File: src/rtl/subneg_pkg.sv
// Shared types and helpers for the SUBNEG execute unit.
package subneg_pkg;

  localparam int DEF_WIDTH  = 8;
  localparam int DEF_ADDR_W = 8;

  typedef enum logic {BR_NEG = 1'b0, BR_LEQ = 1'b1} branch_mode_e;

  // Largest signed value of a given width, right-aligned in 64 bits.
  function automatic logic [63:0] smax(input int unsigned width);
    smax = (64'd1 << (width - 1)) - 64'd1;
  endfunction

  // Smallest signed value; the low 'width' bits read 100..0.
  function automatic logic [63:0] smin(input int unsigned width);
    smin = ~smax(width);
  endfunction

endpackage

File: src/rtl/subneg_pipe_reg.sv
// Generic valid/ready register slice; accepts whenever empty or draining.
module subneg_pipe_reg #(
  parameter int DW = 8
) (
  input  logic          clk_i,
  input  logic          rst_ni,
  input  logic          valid_i,
  output logic          ready_o,
  input  logic [DW-1:0] data_i,
  output logic          valid_o,
  input  logic          ready_i,
  output logic [DW-1:0] data_o
);

  logic          valid_q, valid_d;
  logic [DW-1:0] data_q, data_d;

  assign ready_o = !valid_q || ready_i;
  assign valid_o = valid_q;
  assign data_o  = data_q;

  // Load on slot free; payload only moves with a valid entry so a drain leaves it held.
  always_comb begin
    valid_d = valid_q;
    data_d  = data_q;
    if (ready_o) begin
      valid_d = valid_i;
      if (valid_i) data_d = data_i;
    end
  end

  // State registers, cleared by async reset so outputs read zero.
  always_ff @(posedge clk_i or negedge rst_ni) begin
    if (!rst_ni) begin
      valid_q <= 1'b0;
      data_q  <= '0;
    end else begin
      valid_q <= valid_d;
      data_q  <= data_d;
    end
  end

endmodule

File: src/rtl/subneg_exec.sv
// Two-stage SUBNEG execute: stage 1 holds the widened difference,
// stage 2 holds flags, the (wrapped or saturated) result and the next PC.
module subneg_exec
  import subneg_pkg::*;
#(
  parameter int WIDTH      = DEF_WIDTH,
  parameter int ADDR_W     = DEF_ADDR_W,
  parameter bit SAT_EN     = 1'b0,
  parameter bit BRANCH_LEQ = 1'b0
) (
  input  logic              clk_i,
  input  logic              rst_ni,
  input  logic              in_valid_i,
  output logic              in_ready_o,
  input  logic [WIDTH-1:0]  in1_i,
  input  logic [WIDTH-1:0]  in2_i,
  input  logic [ADDR_W-1:0] pc_i,
  input  logic [ADDR_W-1:0] target_i,
  output logic              out_valid_o,
  input  logic              out_ready_i,
  output logic [WIDTH-1:0]  out_o,
  output logic              neg_o,
  output logic              zero_o,
  output logic              ovf_o,
  output logic              branch_o,
  output logic [ADDR_W-1:0] next_pc_o
);

  localparam branch_mode_e BR_MODE = BRANCH_LEQ ? BR_LEQ : BR_NEG;
  localparam logic [63:0] SMAX64 = smax(WIDTH);
  localparam logic [63:0] SMIN64 = smin(WIDTH);
  localparam logic [WIDTH-1:0] SMAX = SMAX64[WIDTH-1:0];
  localparam logic [WIDTH-1:0] SMIN = SMIN64[WIDTH-1:0];
  localparam logic [ADDR_W-1:0] PC_ONE = {{(ADDR_W-1){1'b0}}, 1'b1};

  typedef struct packed {
    logic [WIDTH:0]    diff;
    logic [ADDR_W-1:0] pc;
    logic [ADDR_W-1:0] target;
  } s1_t;

  typedef struct packed {
    logic [WIDTH-1:0]  res;
    logic              neg;
    logic              zero;
    logic              ovf;
    logic              branch;
    logic [ADDR_W-1:0] next_pc;
  } s2_t;

  s1_t  s1_in, s1_out;
  s2_t  s2_in, s2_out;
  logic s1_valid, s2_ready;
  logic neg_c, zero_c, ovf_c, br_c;

  // One extra bit keeps the true sign, so neg is right even on overflow.
  always_comb begin
    s1_in        = '0;
    s1_in.diff   = {in2_i[WIDTH-1], in2_i} - {in1_i[WIDTH-1], in1_i};
    s1_in.pc     = pc_i;
    s1_in.target = target_i;
  end

  subneg_pipe_reg #(.DW($bits(s1_t))) u_s1 (
    .clk_i   (clk_i),
    .rst_ni  (rst_ni),
    .valid_i (in_valid_i),
    .ready_o (in_ready_o),
    .data_i  (s1_in),
    .valid_o (s1_valid),
    .ready_i (s2_ready),
    .data_o  (s1_out)
  );

  // Flag extraction, optional saturation and branch resolution.
  always_comb begin
    neg_c  = s1_out.diff[WIDTH];
    zero_c = (s1_out.diff == '0);
    ovf_c  = s1_out.diff[WIDTH] ^ s1_out.diff[WIDTH-1];
    br_c   = neg_c | ((BR_MODE == BR_LEQ) & zero_c);
    s2_in         = '0;
    s2_in.neg     = neg_c;
    s2_in.zero    = zero_c;
    s2_in.ovf     = ovf_c;
    s2_in.branch  = br_c;
    s2_in.res     = (SAT_EN && ovf_c) ? (neg_c ? SMIN : SMAX) : s1_out.diff[WIDTH-1:0];
    s2_in.next_pc = br_c ? s1_out.target : s1_out.pc + PC_ONE;
  end

  subneg_pipe_reg #(.DW($bits(s2_t))) u_s2 (
    .clk_i   (clk_i),
    .rst_ni  (rst_ni),
    .valid_i (s1_valid),
    .ready_o (s2_ready),
    .data_i  (s2_in),
    .valid_o (out_valid_o),
    .ready_i (out_ready_i),
    .data_o  (s2_out)
  );

  assign out_o     = s2_out.res;
  assign neg_o     = s2_out.neg;
  assign zero_o    = s2_out.zero;
  assign ovf_o     = s2_out.ovf;
  assign branch_o  = s2_out.branch;
  assign next_pc_o = s2_out.next_pc;

endmodule

File: config.mk
export PLATFORM = sky130hd
export DESIGN_NAME = subneg_exec
export DESIGN_NICKNAME = d
export VERILOG_FILES = /design/src/rtl/subneg_pkg.sv /design/src/rtl/subneg_pipe_reg.sv /design/src/rtl/subneg_exec.sv
export SDC_FILE = /design/constraint.sdc
export NUM_CORES = 1
export LEC_CHECK = 0
export ABC_AREA = 1
export BUFFER_PORTS_ARGS = -buffer_cell sky130_fd_sc_hd__buf_2
export CORE_ASPECT_RATIO = 1.4
export CORE_MARGIN = 5
export CORE_UTILIZATION = 45
export DETAILED_ROUTE_END_ITERATION = 10
export PLACE_DENSITY = 0.75
export SYNTH_ARGS = -nofsm -noshare
export SYNTH_HDL_FRONTEND = slang
export SYNTH_SLANG_ARGS = --single-unit
File: constraint.sdc
create_clock -name clk_i -period 1.8 [get_ports clk_i]
set_clock_uncertainty 0.15 [all_clocks]
set_input_delay 0 -clock clk_i [delete_from_list [all_inputs] [get_ports clk_i]]
set_output_delay 0 -clock clk_i [all_outputs]
set_load 0.01 [all_outputs]
==> flow_summary.json, run 1 <==
{
  "overflow": 0,
  "placed_cell_area_sq_um": 2720,
  "yosys_warnings": 0,
  "yosys.area.top_type": "dfrtp_1",
  "grt_max_degree": 47,
  "setup_viol_count_final": 0,
  "port-buffer-count": 57,
  "use_met3_pct": 2.17,
  "synth_fp_nets": 346,
  "dieArea_sq_um": 6930,
  "hold_viol_final": 0,
  "reg2reg_depth": 5,
  "design_area_sq_um": 3070,
  "ys_ff_latch": 46,
  "cts_max_path_buffers": 2,
  "cp.required_ns": 1.84,
  "die_x_microns": 71.8,
  "min_to": "u_s1.data_o[24]",
  "hp-start": "in2_i[7]",
  "dr.pass1.iters": 4,
  "cp_max_fo": 3,
  "end_kind": "flop",
  "fillCellCount": 486,
  "antenna_found_initial": 0,
  "use_met2_pct": 27.7,
  "grt_pass1_wl_microns": 8880,
  "grt.busiest_layer": "met2",
  "final_nets": 428,
  "min_path_cells": 5,
  "swShare_pct": 34.5,
  "path_class": "input port to flop",
  "combPwrFrac_pct": 31.2,
  "cts_sinks": 46,
  "r2r_start": "u_s2.valid_o",
  "final_util_pct": 59.1,
  "start_util_pct": 46.3,
  "cts_buffers": 5,
  "final_max_slew_viol_count": 0,
  "yosysSeqAreaShare_pct": 47.8,
  "core_sq_um": 5200,
  "max_clock_freq_mhz": 585,
  "dp.cells": 417,
  "ir_worst_vdd_mv": 0.463,
  "synth_area_sq_um": 2410,
  "dpl.hpwl_microns": 3790,
  "clkPwrFrac_pct": 20.9,
  "hp-class": "input port to flop",
  "cp-start-kind": "input port",
  "clkSlewWorstSetupHoldPaths_ns": 0.08,
  "tightestPinTransition_ns": 0.567,
  "first_global_vias": 2081,
  "maxSlewHeadroom_pct": 62.2,
  "core.rowCount": 31,
  "gp_congestion": 0.818,
  "cts_tree": "built",
  "finalCritPeriodShare_pct": 95.0,
  "mostFrequentLayoutCell": "nand2_1",
  "ff2ff_setup_slack_ns": 0.35,
  "yosysTopAreaCellShare_pct": 47.8,
  "seq_power_share_pct": 47.9,
  "ys_types": 33,
  "clock_latency_ns": 0.29,
  "cp.arrival_ns": 1.75,
  "vias_per_cell": 4.78,
  "wirelength_microns": 5240,
  "instances_no_fill": 449,
  "synth_area_leaders": "dfrtp_1, nand2_1, inv_1, ha_1, nand3_1",
  "finalCriticalPeriod_ns": 1.71,
  "wl_per_cell_microns": 11.7,
  "powerDensity_nw_per_um2": 996,
  "synthCells": 300,
  "drive_gt1_share_pct": 22.7,
  "cellInternalPower_mw": 2.00,
  "die_height_microns": 96.5,
  "antenna_cells": 0,
  "final_cell_mix": "nand2_1, buf_2, dfrtp_1",
  "syn_area_per_cell_sq_um": 8.02,
  "reg2reg_to": "u_s1.data_o[21]",
  "drc": 0,
  "status": "finished clean",
  "via_count": 2148,
  "cts_htree_levels": 2,
  "met1_usage_pct": 20.3,
  "drt_iter0_drc": 161,
  "p_sw_mw": 1.06,
  "maxCapViolations": 0,
  "area_delta_synth_final_pct": 27.6,
  "leakagePower_nw": 1.68,
  "ant_nets": 0,
  "pin_count": 58,
  "track_usage_pct": 16.0,
  "root_buffer": "clkbuf_8"
}
final cells by class:
cell class / count / area (sq um) / share of cell area (%)
Clock buffer: 6 / 82.6 / 2.69
Clock inverter: 2 / 12.5 / 0.407
Inverter: 38 / 145 / 4.73
Multi-Input combinational cell: 208 / 1060 / 34.4
Sequential cell: 46 / 1150 / 37.5
Tap cell: 66 / 82.6 / 2.69
Timing Repair Buffer: 83 / 541 / 17.6
stage by stage:
| step | TNS, ns | power [mW] | hold slack, ns | worst slack [ns] |
|---|---|---|---|---|
| after floorplan | 0 | 2.05 | -0.446 | 0.491 |
| after global placement | 0 | 2.37 | -0.0373 | 0.322 |
| after detailed placement | 0 | 2.40 | -0.0327 | 0.301 |
| after CTS | 0 | 3.08 | 0.0209 | 0.0700 |
| after global routing | -0.00818 | 3.28 | 0.0707 | -0.00818 |
| final | 0 | 3.06 | 0.0232 | 0.0903 |
cells by family (layout without fill, tap and decap cells):
family,Yosys count,count (layout),synth area share [%]
buf+inv,46,129,8.78
fa+ha+maj,10,10,5.51
xor+xnor,4,4,1.46
simple gates,168,168,29.6
flops,46,46,47.8
compound gates,26,26,6.81
state kept, by name, indices dropped and copies added (netlist names):
| name | count |
|---|---|
| u_s1.valid_o | 1 |
| u_s1.data_o | 25 |
| u_s2.data_o | 19 |
| u_s2.valid_o | 1 |
power by group through the flow:
stage	Sequential, mW	Clock [mW]	Combinational [mW]
after floorplan	1.53	0	0.519
after global placement	1.48	0	0.892
after detailed placement	1.48	0	0.914
after CTS	1.47	0.655	0.961
after global routing	1.50	0.695	1.08
final	1.47	0.640	0.954
per-layer routing:
| layer | part of all wire [%] | up-vias |
|---|---|---|
| li1 | - | 1102 |
| met1 | 44 | 999 |
| met2 | 49 | 42 |
| met3 | 5.0 | 5 |
| met4 | 1.7 | 0 |
| met5 | 0 | - |
how the worst max path moves through the flow:
stage	slack (ns)	to	cells past startpoint	from
after floorplan	0.49	u_s1.data_o[24]	11	in2_i[0]
after global placement	0.32	u_s1.data_o[24]	11	in1_i[0]
after detailed placement	0.30	u_s1.data_o[22]	11	in1_i[0]
after CTS	0.07	u_s1.data_o[20]	10	in1_i[0]
after global routing	-0.008	u_s1.data_o[24]	12	in1_i[0]
final	0.09	u_s1.data_o[22]	12	in1_i[0]
synthesized netlist by cell type:
cell and n:
a21oi_1 4, buf_2 2, buf_4 3, buf_6 3
dfrtp_1 46, fa_1 1, ha_1 9, inv_1 35
inv_2 2, inv_4 1, nand2_1 120, nand2_2 3
nand2_4 1, nand3_1 20, nand3_2 2, nand3b_1 3
nand4_1 1, nor2_1 11, nor2_2 2, nor3_1 1
o211ai_1 2, o21a_1 1, o21ai_0 11, o21ai_1 1
o21ai_2 2, o22ai_1 3, o22ai_2 1, o31ai_2 1
or2_0 1, or2_1 2, or2_2 1, xnor2_1 2
xor2_1 2
critical path, stage by stage:
cell	delay, ns
dlygate4sd3_1	0.54
buf_2	0.13
ha_2	0.19
fa_1	0.35
inv_1	0.08
nand2_2	0.06
nand2_2	0.08
nand3b_1	0.10
nand2_1	0.07
nand2_1	0.04
nand3_1	0.06
nand2_1	0.05
timing repair:
item                                    in CTS  in global routing
endpoints found under the setup margin       0                  3
hold buffers                                24                  0
setup buffers                                0                  0
resized for setup                            0                  4
hold endpoints to repair                    67                  0
Note: power is estimated with default switching activity, not from simulation.
==> run 2, diff against run 1 <==
--- a/config.mk
+++ b/config.mk
@@ -12,6 +12,7 @@
 export CORE_UTILIZATION = 45
 export DETAILED_ROUTE_END_ITERATION = 10
 export PLACE_DENSITY = 0.75
+export SKIP_CTS_REPAIR_TIMING = 1
 export SYNTH_ARGS = -nofsm -noshare
 export SYNTH_HDL_FRONTEND = slang
 export SYNTH_SLANG_ARGS = --single-unit
==> constraint.sdc (replaced) <==
create_clock -name clk_i -period 2.2 [get_ports clk_i]
set_clock_uncertainty 0.15 [all_clocks]
set_input_delay 0 -clock clk_i [delete_from_list [all_inputs] [get_ports clk_i]]
set_output_delay 0 -clock clk_i [all_outputs]
set_load 0.01 [all_outputs]
==> flow_summary.json, run 2 (synthesis results as in run 1) <==
{
  "cp-start-kind": "input port",
  "pin_count": 58,
  "core_sq_um": 5200,
  "leakagePower_nw": 1.67,
  "finalCritPeriodShare_pct": 80.1,
  "vias_per_cell": 4.79,
  "clock_latency_ns": 0.29,
  "area_delta_synth_final_pct": 25.4,
  "cts_max_path_buffers": 2,
  "cts_buffers": 5,
  "rsz0062_at_grt": "no",
  "total_power_mw": 2.47,
  "via_count": 2132,
  "final_cell_mix": "nand2_1, buf_2, dfrtp_1",
  "maxCapViolations": 0,
  "tns_ns": 0,
  "design_area_sq_um": 3020,
  "maxSlewHeadroom_pct": 73.2,
  "status": "complete, but fails checks",
  "end_kind": "flop",
  "violations": "hold timing",
  "wl_per_cell_microns": 11.5,
  "tightestPinTransition_ns": 0.402,
  "cts_tree": "built",
  "finalHoldWorstSlack_ns": -0.0293,
  "largest_register_ffs": 25,
  "start_util_pct": 46.3,
  "instances_no_fill": 445,
  "first_global_vias": 1984,
  "drt_iter0_drc": 112,
  "clkSlewWorstSetupHoldPaths_ns": 0.08,
  "powerDensity_nw_per_um2": 819,
  "overflow": 0,
  "fillCellCount": 518,
  "wirelength_microns": 5110,
  "antenna_found_initial": 0,
  "dp.cells": 416,
  "dr.pass1.iters": 4,
  "final_max_slew_viol_count": 0,
  "finalCriticalPeriod_ns": 1.76,
  "track_usage_pct": 15.4,
  "drive_gt1_share_pct": 21.4,
  "placed_cell_area_sq_um": 2720,
  "cp_max_fo": 3,
  "ant_nets": 0,
  "final_nets": 424,
  "hp-class": "input port to asynchronous set/reset pin",
  "max_clock_freq_mhz": 568,
  "cts_htree_levels": 2,
  "drc": 0,
  "cts_sinks": 46,
  "die_height_microns": 96.5,
  "path_class": "input port to flop",
  "port-buffer-count": 57,
  "grt_max_degree": 34,
  "dieArea_sq_um": 6930,
  "cp.arrival_ns": 1.80,
  "antenna_cells": 0,
  "hold_viol_final": 16,
  "setup_viol_count_final": 0,
  "mostFrequentLayoutCell": "nand2_1",
  "core.rowCount": 31,
  "grt_pass1_wl_microns": 8460,
  "dpl.hpwl_microns": 3820,
  "gp_congestion": 0.832,
  "die_x_microns": 71.8,
  "ir_worst_vdd_mv": 0.305,
  "root_buffer": "clkbuf_8",
  "cp.required_ns": 2.24
}
-- run 2: layout make-up --
class	instances	area [sq um]	area share (%)
Clock inverter	1	5.00	0.166
Timing Repair Buffer	79	503	16.7
Sequential cell	46	1150	38.1
Multi-Input combinational cell	208	1040	34.6
Clock buffer	7	86.3	2.86
Tap cell	66	82.6	2.74
Inverter	38	145	4.81
-- run 2: worst max-delay path: stages --
cell and delay, ns:
dlygate4sd3_1 0.53, buf_2 0.13, ha_1 0.22, fa_1 0.36
inv_1 0.07, nand2_1 0.06, nand2_1 0.10, nand3_1 0.10
nand2_1 0.08, nand2_1 0.05, nand3_1 0.06, nand2_1 0.05
-- run 2: where the power goes --
| group | internal (mW) | switching, mW |
|---|---|---|
| combinational | 0.321 | 0.441 |
| clock | 0.253 | 0.263 |
| sequential | 1.06 | 0.137 |
-- run 2: worst paths after layout --
path / start / end / slack [ns] / cells after the start
max: in1_i[0] / u_s1.data_o[24] / 0.44 / 12
min: rst_ni / u_s1.data_o[19] / -0.03 / 2
max reg2reg: u_s2.valid_o / u_s2.data_o[1] / 0.55 / 6
min reg2reg: u_s2.data_o[19] / u_s2.data_o[19] / 0.33 / 2
max in group asynchronous: rst_ni / u_s2.data_o[3] / 1.22 / 3
min in group clk_i: in_valid_i / u_s1.valid_o / -0.03 / 3
-- run 2: metrics by stage --
stage          setup slack [ns]  hold slack, ns  util, %
2_1_floorplan             0.891          -0.446        -
3_3_place_gp              0.639          -0.243     52.3
3_5_place_dp              0.562          -0.243     52.3
4_1_cts                   0.552          -0.568     54.0
5_1_grt                   0.290        -0.00218     58.1
6_report                  0.438         -0.0293     58.1
-- run 2: layer usage --
metal  track usage [%]  vias to the layer above  wire [microns]
li1                  -                     1088               -
met1              19.6                      978            2200
met2              25.6                       54            2540
met3              3.00                       12             252
met4              6.58                        0             116
met5                 0                        -               0
